$ cat config.mk
export PLATFORM = sky130hd
export DESIGN_NAME = mult_ctrl
export DESIGN_NICKNAME = d
export VERILOG_FILES = /design/src/rtl/mult_ctrl.sv
export SDC_FILE = /design/constraint.sdc
export NUM_CORES = 1
export LEC_CHECK = 0
export CAP_MARGIN = 20
export CORE_AREA = 5 5 42 44
export DETAILED_ROUTE_END_ITERATION = 12
export DIE_AREA = 0 0 47 49
export PLACE_DENSITY_LB_ADDON = 0.08
export SETUP_SLACK_MARGIN = 0.4
export SLEW_MARGIN = 30
export SYNTH_ARGS = -nofsm -noshare
export SYNTH_HDL_FRONTEND = slang
export SYNTH_SLANG_ARGS = --single-unit
$ cat constraint.sdc
create_clock -name Clk -period 3.7 [get_ports Clk]
set_input_delay 0.74 -clock Clk [delete_from_list [all_inputs] [get_ports Clk]]
set_output_delay 0.74 -clock Clk [all_outputs]
set_load 0.05 [all_outputs]
$ cat src/rtl/mult_ctrl.sv
// Sequencing controller for the shift-add multiplier datapath (A shifts left, B shifts right, P accumulates).
// Optional macro MULT_CTRL_EARLY_EXIT_EN: finish as soon as the B register reaches zero.
module mult_ctrl #(
    parameter int B_WIDTH = 4
) (
    input  logic Clk,
    input  logic reset,
    input  logic start,
    input  logic b_lsb,
    input  logic b_zero,
    output logic a_enable,
    output logic a_L,
    output logic b_enable,
    output logic b_L,
    output logic p_L,
    output logic Psel,
    output logic busy,
    output logic done
);

    localparam int CW = $clog2(B_WIDTH + 1);

    typedef enum logic [2:0] {
        IDLE  = 3'd0,
        LOAD  = 3'd1,
        CHECK = 3'd2,
        ADD   = 3'd3,
        SHIFT = 3'd4,
        DONE  = 3'd5
    } state_t;

    state_t        state, next;
    logic [CW-1:0] cnt;
    logic          last_iter;

    assign last_iter = (cnt == CW'(B_WIDTH - 1));

`ifndef MULT_CTRL_EARLY_EXIT_EN
    logic unused_b_zero;
    assign unused_b_zero = b_zero;
`endif

    always_ff @(posedge Clk) begin
        if (!reset) begin
            state <= IDLE;
            cnt   <= '0;
        end else begin
            state <= next;
            if (state == LOAD)
                cnt <= '0;
            else if (state == SHIFT)
                cnt <= cnt + CW'(1);
        end
    end

    always_comb begin
        next = IDLE;
        case (state)
            IDLE:  next = start ? LOAD : IDLE;
            LOAD:  next = CHECK;
            CHECK: begin
`ifdef MULT_CTRL_EARLY_EXIT_EN
                if (b_zero)
                    next = DONE;
                else
`endif
                if (b_lsb)
                    next = ADD;
                else
                    next = SHIFT;
            end
            ADD:   next = SHIFT;
            SHIFT: next = last_iter ? DONE : CHECK;
            DONE:  next = IDLE;
            default: next = IDLE;  // unused encodings recover to IDLE
        endcase
    end

    // Moore decode: outputs depend on the registered state only
    always_comb begin
        a_enable = 1'b0;
        a_L      = 1'b0;
        b_enable = 1'b0;
        b_L      = 1'b0;
        p_L      = 1'b0;
        Psel     = 1'b0;
        busy     = 1'b0;
        done     = 1'b0;
        case (state)
            LOAD: begin
                a_enable = 1'b1;
                a_L      = 1'b1;
                b_enable = 1'b1;
                b_L      = 1'b1;
                p_L      = 1'b1;
                busy     = 1'b1;
            end
            CHECK: busy = 1'b1;
            ADD: begin
                p_L  = 1'b1;
                Psel = 1'b1;
                busy = 1'b1;
            end
            SHIFT: begin
                a_enable = 1'b1;
                b_enable = 1'b1;
                busy     = 1'b1;
            end
            DONE: begin
                done = 1'b1;
                busy = 1'b1;
            end
            default: ;
        endcase
    end

endmodule

---- Word level (Yosys, flattened, before mapping) ----
Index checks and enable logic that the tools add are counted.
storage, ports and cells
  bits in registers ....................... 6
  output and inout port bits .............. 8
  logic and storage cells ................. 25
cells by class
  $add $sub $neg .......................... 1
  eq/ne operators ......................... 6
  muxes and demuxes ....................... 10
  bitwise logic cells ..................... 1
  reduce and logical (&&, ||, !) cells .... 5
operators with widths
  operator             count
  $pmux 3 s5           1
  $eq 3x2->1 const B   3
  $mux 1               7
  $eq 3x3->1 const B   2
  $mux 3               2
  $reduce_or 2->1      3
  $reduce_or 5->1      1
  $add 3x1->3 const B  1
  $eq 3x1->1 const B   1
  $logic_not 3->1      1
  $not 1->1            1

---- Longest topological paths before layout ----
Gate-level depths: netlist (run 1).
  depth after elaboration ................. 3
  mapped depth ............................ 5

---- Least setup slack after synthesis (run 1) ----
OpenSTA, ideal clock, no wires.
  path type ............................... flip-flop to output port
  from .................................... reg state[0]
  to ...................................... out b_enable
  arrival ................................. 1772 ps
  data required time ...................... 2960 ps
  path slack .............................. 1188 ps
  stages on the path, launching flop included .. 5
  path buffers ............................ 2
  cell sequence ........................... dfxtp_1 > buf_4 > nand2b_1 > a21oi_1 > buf_4
between the ends
  word-level cells in the longest chain between the ends .. 3
  elaborated cells on any way between the ends .. 4
ends and longest elaborated chain
  what                                      RTL line  text
  start: declaration                        32        state_t state, next;
  start signal: assignment                  48        state <= next;
  $eq 3x1->1 or $eq 3x3->1 (tied branches)  -
  $reduce_or 2->1 (no line) *               -
  $mux 1 *                                  -
  end: declaration                          13        output logic b_enable,
Every way passes the cells marked *; elsewhere a longest branch is shown, timed or not.

---- Worst setup path in the final report (run 1) ----
  from .................................... reg state[2]
  to ...................................... out done
between the ends
  word-level cells in the longest chain between the ends .. 2
ends and longest elaborated chain
  what              RTL line  text
  $eq 3x3->1        89        case (state)
  $mux 1            89
  end: declaration  18        output logic done
No other way between the ends.

==> metrics.yaml, run 1 <==
worstMarginPinSlew_ps: 502
r2r_start: "state[2]$_SDFF_PN0_"
drt_pass1_iterations: 2
wirelength_um: 867
hold_viol: 0
synthCells: 48
hold_depth: 2
ctsHoldBuffers: 0
final_nets: 66
cts_tree: "yes"
maxSlewViolCount: 0
wl_per_cell_um: 11.9
grt_usage_pct: 8.74
status: "complete, no violations"
crit_start: "state[2]$_SDFF_PN0_"
power_leakage_nw: 0.210
stdcell_count: 73
post_cts_buffers: 0
required_ps: 2960
synthToLayoutAreaGrowth_pct: 25.1
holdWs_ps: 485
synth_warnings: 0
io_pins: 13
drt_iter0_drc: 8
die_y_um: 49
cts_buffers: 3
antenna_cells: 0
synth.ff_latch_count: 6
drv_cap: 0
clock.fmax_ghz: 0.362
fin_crit_ps: 2760
fill_cells: 153
rows: 14
cts_resized: 0
vdd_drop_max_mv: 0.132
power_mw: 0.204
vias: 368
hold_path_end: "cnt[2]$_SDFFE_PP0N_"
core-area_mm2: 0.00140
clock_latency_ps: 250
pwr_density_cell_mw_per_mm2: 381
clockBufferDepth: 2
htree_num_levels: 1
dieArea_mm2: 0.00230
seq_area_frac_synth_pct: 28.1
synth_nets: 55
grt_pass1_vias: 342
ant_nets: 0
dp_cells: 70
synth_area_um2: 428
fin_util_pct: 38.2
synth_cell_types: 26
drc: 0
hold_path_class: "reg -> reg"
startpoint_type: "flop"
die_w_um: 47
path_class: "reg -> out"
clk_pin_slew_worst_paths_ps: 50
layout-drive-gt1-share_pct: 15.8
dp_hpwl_um: 694
min-delay-start: "cnt[2]$_SDFFE_PP0N_"
slew_headroom_pct: 66.4
ff2ff_path_depth: 3
setup_viol: 0
worstPathMaxFanout: 10
gr-total-overflow: 0
r2r_slack_ps: 2420
start_util_pct: 30.5
grt_pass1_wl_um: 1400
rsz0062_at_grt: "no"
antenna_found_initial: 0
skew_ps: 4.06
io_buffers: 11
period_share_pct: 74.6
grt_max_degree: 13
cts_root_buffer: "clkbuf_4"
tns_ps: 0
reg2reg_to: "state[1]$_SDFF_PN0_"
cts_num_sinks: 6
cp.arrival_ps: 2020
routed_via_density: 5.04
syn_avg_cell_area_um2: 8.91
end_kind: "primary output"
gp_congestion: 0.793
==> logic make-up after synthesis <==
| logic type | after synthesis | share of synthesized area, % |
|---|---|---|
| simple gates | 20 | 29.2 |
| mux | 1 | 2.34 |
| fa+ha+maj | 2 | 5.85 |
| compound gates | 11 | 21.3 |
| flops | 6 | 28.1 |
| buf+inv | 8 | 13.2 |
==> through the flow <==
stage          worst slack (ps)  cell area [µm²]
6_report                    941              536
2_1_floorplan              1190              428
5_1_grt                     834              536
4_1_cts                     911              536
3_5_place_dp               1180              513
3_3_place_gp               1190              513
==> per-layer routing <==
layer	wire length, µm	track usage, %
met5	0	0
met4	11	5.53
met3	80	4.43
met2	432	13.8
met1	342	8.59
==> area by class of cell <==
class                           count  area (µm²)  area share [%]
Tap cell                           16        20.0            3.74
Multi-Input combinational cell     34         251            47.0
Inverter                            3        11.3            2.10
Clock buffer                        3        22.5            4.21
Sequential cell                     6         120            22.4
Timing Repair Buffer               11         110            20.6
==> layout by cell type (no fill, tap or decap), drive strengths merged, types with 2 or more instances in the layout <==
master         netlist  final
a21oi                2      2
and2                 2      2
nor2                 4      4
nor3                 2      2
nor2b                3      3
dfxtp                6      6
nand2                2      2
clkdlybuf4s50        0     11
a21boi               2      2
clkbuf               0      3
a32oi                2      2
ha                   2      2
and3                 2      2
nand2b               3      3
inv                  3      3
==> synth_stat cells <==
master | number | area, µm²
a21o_2 | 1 | 8.76
o31a_1 | 1 | 8.76
mux2i_1 | 1 | 10.0
buf_4 | 3 | 22.5
nor3b_1 | 1 | 7.51
and3_4 | 1 | 11.3
and2b_2 | 1 | 8.76
nand2_1 | 2 | 7.51
ha_1 | 2 | 25.0
buf_6 | 2 | 22.5
nand2b_1 | 3 | 18.8
a32oi_1 | 2 | 17.5
nor2_1 | 4 | 15.0
nor3_1 | 2 | 10.0
and2_2 | 1 | 7.51
o2bb2ai_1 | 1 | 8.76
a21boi_0 | 2 | 15.0
and2_1 | 1 | 6.26
a221oi_2 | 1 | 15.0
and3_1 | 1 | 6.26
inv_1 | 3 | 11.3
dfxtp_1 | 6 | 120
nor2b_1 | 2 | 12.5
nor2b_4 | 1 | 13.8
a21oi_1 | 2 | 10.0
a22oi_1 | 1 | 7.51
==> worst max-delay path by stage <==
| stage | endpoint | slack (ps) | cells after the start |
|---|---|---|---|
| detailed placement | done | 1180 | 3 |
| floorplan | b_enable | 1190 | 4 |
| finish | done | 940 | 3 |
| global route | done | 830 | 3 |
| global placement | done | 1190 | 3 |
| CTS | done | 910 | 3 |
==> state kept, by name, summed over array words and instances (netlist names) <==
signal and flops:
cnt 3, state 3
==> report_power, final <==
group | internal (mW) | switching (mW) | leakage, nW
registers | 0.0676 | 0.00659 | 0.0487
logic | 0.0265 | 0.0429 | 0.147
clock network | 0.0367 | 0.0239 | 0.0138
==> critical path, cell delays in order, from the launching register on <==
cell and delay [ps]:
dfxtp_1 560, and2b_2 280, and2_1 140, clkdlybuf4s50_1 800
Power figures use the tool's default switching activity.
==> run 2, diff against run 1 <==
==> constraint.sdc (replaced) <==
create_clock -name Clk -period 2.3 [get_ports Clk]
set_input_delay 0.46 -clock Clk [delete_from_list [all_inputs] [get_ports Clk]]
set_output_delay 0.46 -clock Clk [all_outputs]
set_load 0.05 [all_outputs]
==> run 2 against run 1 <==
Net effect:
- via count fell by 1.4%
- largest cell class unchanged
- cell count unchanged
- critical endpoint unchanged
- utilization down 0.71 points
- register-to-register slack worse by 1400 ps
- sequential share of layout area up 1.1 points
- global-route usage is 0.42 points higher
==> metrics.yaml, run 2 (same netlist as run 1, synthesis figures left out) <==
start_util_pct: 30.5  # unchanged
wl_per_cell_um: 12.3  # +3.8%
layout-drive-gt1-share_pct: 38.6  # +23 points
hold_depth: 2  # unchanged
multi_input_area_um2: 258  # +2.5%
seqCellArea_um2: 124  # +3.1%
grt_max_degree: 13  # unchanged
status: "complete, no violations"
clk_pin_slew_worst_paths_ps: 40  # about the same
core-area_mm2: 0.00140  # unchanged
fill_cells: 152  # -0.65%
worstMarginPinSlew_ps: 217  # -285 ps
hold_path_end: "cnt[2]$_SDFFE_PP0N_"
ant_nets: 0  # unchanged
io_pins: 13  # unchanged
layout_commonest_cell: "buf_4"
reg2reg_to: "state[0]$_SDFF_PN0_"
ff2ff_path_depth: 5  # +2
vdd_drop_max_mv: 0.330  # +150%
drt_iter0_drc: 3  # -5
clock_latency_ps: 240  # about the same
rows: 14  # unchanged
io_buffers: 11  # unchanged
ctsHoldBuffers: 0  # unchanged
dp_slack_ps: 672  # -507 ps
r2r_start: "cnt[0]$_SDFFE_PP0N_"
grt_usage_pct: 9.15  # +0.42 points
antenna_found_initial: 0  # unchanged
maxSlewViolCount: 0  # unchanged
path_class: "reg -> out"
drc: 0  # unchanged
drv_cap: 0  # unchanged
routed_via_density: 4.97  # -1.4%
max_stage_delay_ps: 420  # -380 ps
pwr_density_cell_mw_per_mm2: 618  # +62%
clockBufferDepth: 2  # unchanged
period_share_pct: 75.7
vias: 363  # -1.4%
skew_ps: 0.229  # -3.83 ps
gp_congestion: 0.750  # -5.4%
crit_chain: "and2b_2, and2_1, buf_4"
startpoint_type: "flop"
grt_pass1_wl_um: 1460  # +4.4%
antenna_cells: 0  # unchanged
synthToLayoutAreaGrowth_pct: 22.8
gr-total-overflow: 0  # unchanged
power_leakage_nw: 0.225  # +7.1%
die_y_um: 49  # unchanged
cts_buffers: 3  # unchanged
cts_tree: "yes"
post_cts_buffers: 0  # unchanged
worstPathMaxFanout: 9  # -1
rsz0062_at_grt: "no"
r2r_slack_ps: 1030  # -1390 ps
setup_ws_ps: 560  # -381 ps
min-delay-start: "cnt[2]$_SDFFE_PP0N_"
tns_ps: 0  # unchanged
drt_pass1_iterations: 4  # +2
clock.fmax_ghz: 0.575
hold_path_class: "reg -> reg"
slew_headroom_pct: 85.5  # +19 points
dp_hpwl_um: 723  # +4.2%
hold_viol: 0  # unchanged
reg_top3: "cnt: 3 flops, state: 3 flops"
fin_crit_ps: 1740
required_ps: 1840  # -1120 ps
die_w_um: 47  # unchanged
cts_num_sinks: 6  # unchanged
htree_num_levels: 1  # unchanged
setup_viol: 0  # unchanged
wirelength_um: 900  # +3.8%
final_nets: 66  # unchanged
end_kind: "primary output"
grt_pass1_vias: 326  # -4.7%
critPathSlowestCell: "dfxtp_2"
dieArea_mm2: 0.00230  # unchanged
cp.arrival_ps: 1280  # -740 ps
cts_root_buffer: "clkbuf_4"
[run 2: cell types whose count changed in the layout (fill, tap and decap cells not counted), sizes merged]
cell and change:
buf +8, clkdlybuf4s50 -8
[run 2: critical path: cells and delay by family (launching register included)]
kind                   cells  cell delay, ps
buffers and inverters      1             180
flip-flops                 1             420
AND/OR/NAND/NOR            2             440
[run 2: layer usage]
layer / vias up / routed length [µm] / global-route usage, %
met3: 2 / 65 / 3.32
li1: 187 / - / -
met1: 164 / 398 / 11.6
met2: 10 / 426 / 12.0
met4: 0 / 9 / 6.91
met5: - / 0 / 0
[run 2: cell type report]
class	instances	area share (%)
multi-input combinational	34	49.0
sequential	6	23.6
timing repair buffer	11	17.1
clock buffer	3	4.29
tap	16	3.81
inverter	3	2.14
[run 2: power breakdown]
part,leakage [nW],total (mW),internal [mW],switching (mW)
registers,0.0500,0.121,0.110,0.0113
logic,0.161,0.110,0.0389,0.0706
clock network,0.0138,0.0944,0.0589,0.0355
[run 2: worst max path at each step]
stage	startpoint	end	depth (start not counted)
floorplan	state[2]$_SDFF_PN0_	b_enable	4
global placement	state[2]$_SDFF_PN0_	done	3
finish	state[1]$_SDFF_PN0_	done	3
detailed placement	state[2]$_SDFF_PN0_	done	3
CTS	state[2]$_SDFF_PN0_	done	3
global route	state[1]$_SDFF_PN0_	done	3
[run 2: metrics by stage]
stage	area (µm²)	instances	hold slack, ps	utilization, %	total power, mW
2_1_floorplan	434	48	457	-	0.210
3_3_place_gp	499	70	469	35.6	0.229
3_5_place_dp	499	70	479	35.6	0.232
4_1_cts	522	73	486	37.2	0.330
5_1_grt	526	73	525	37.5	0.346
6_report	526	73	483	37.5	0.325
[run 2: what timing repair did]
item                                    in CTS  in global routing
resized for setup                            0                  3
endpoints found under the setup margin       0                  3
endpoints found under the hold margin        0                  0
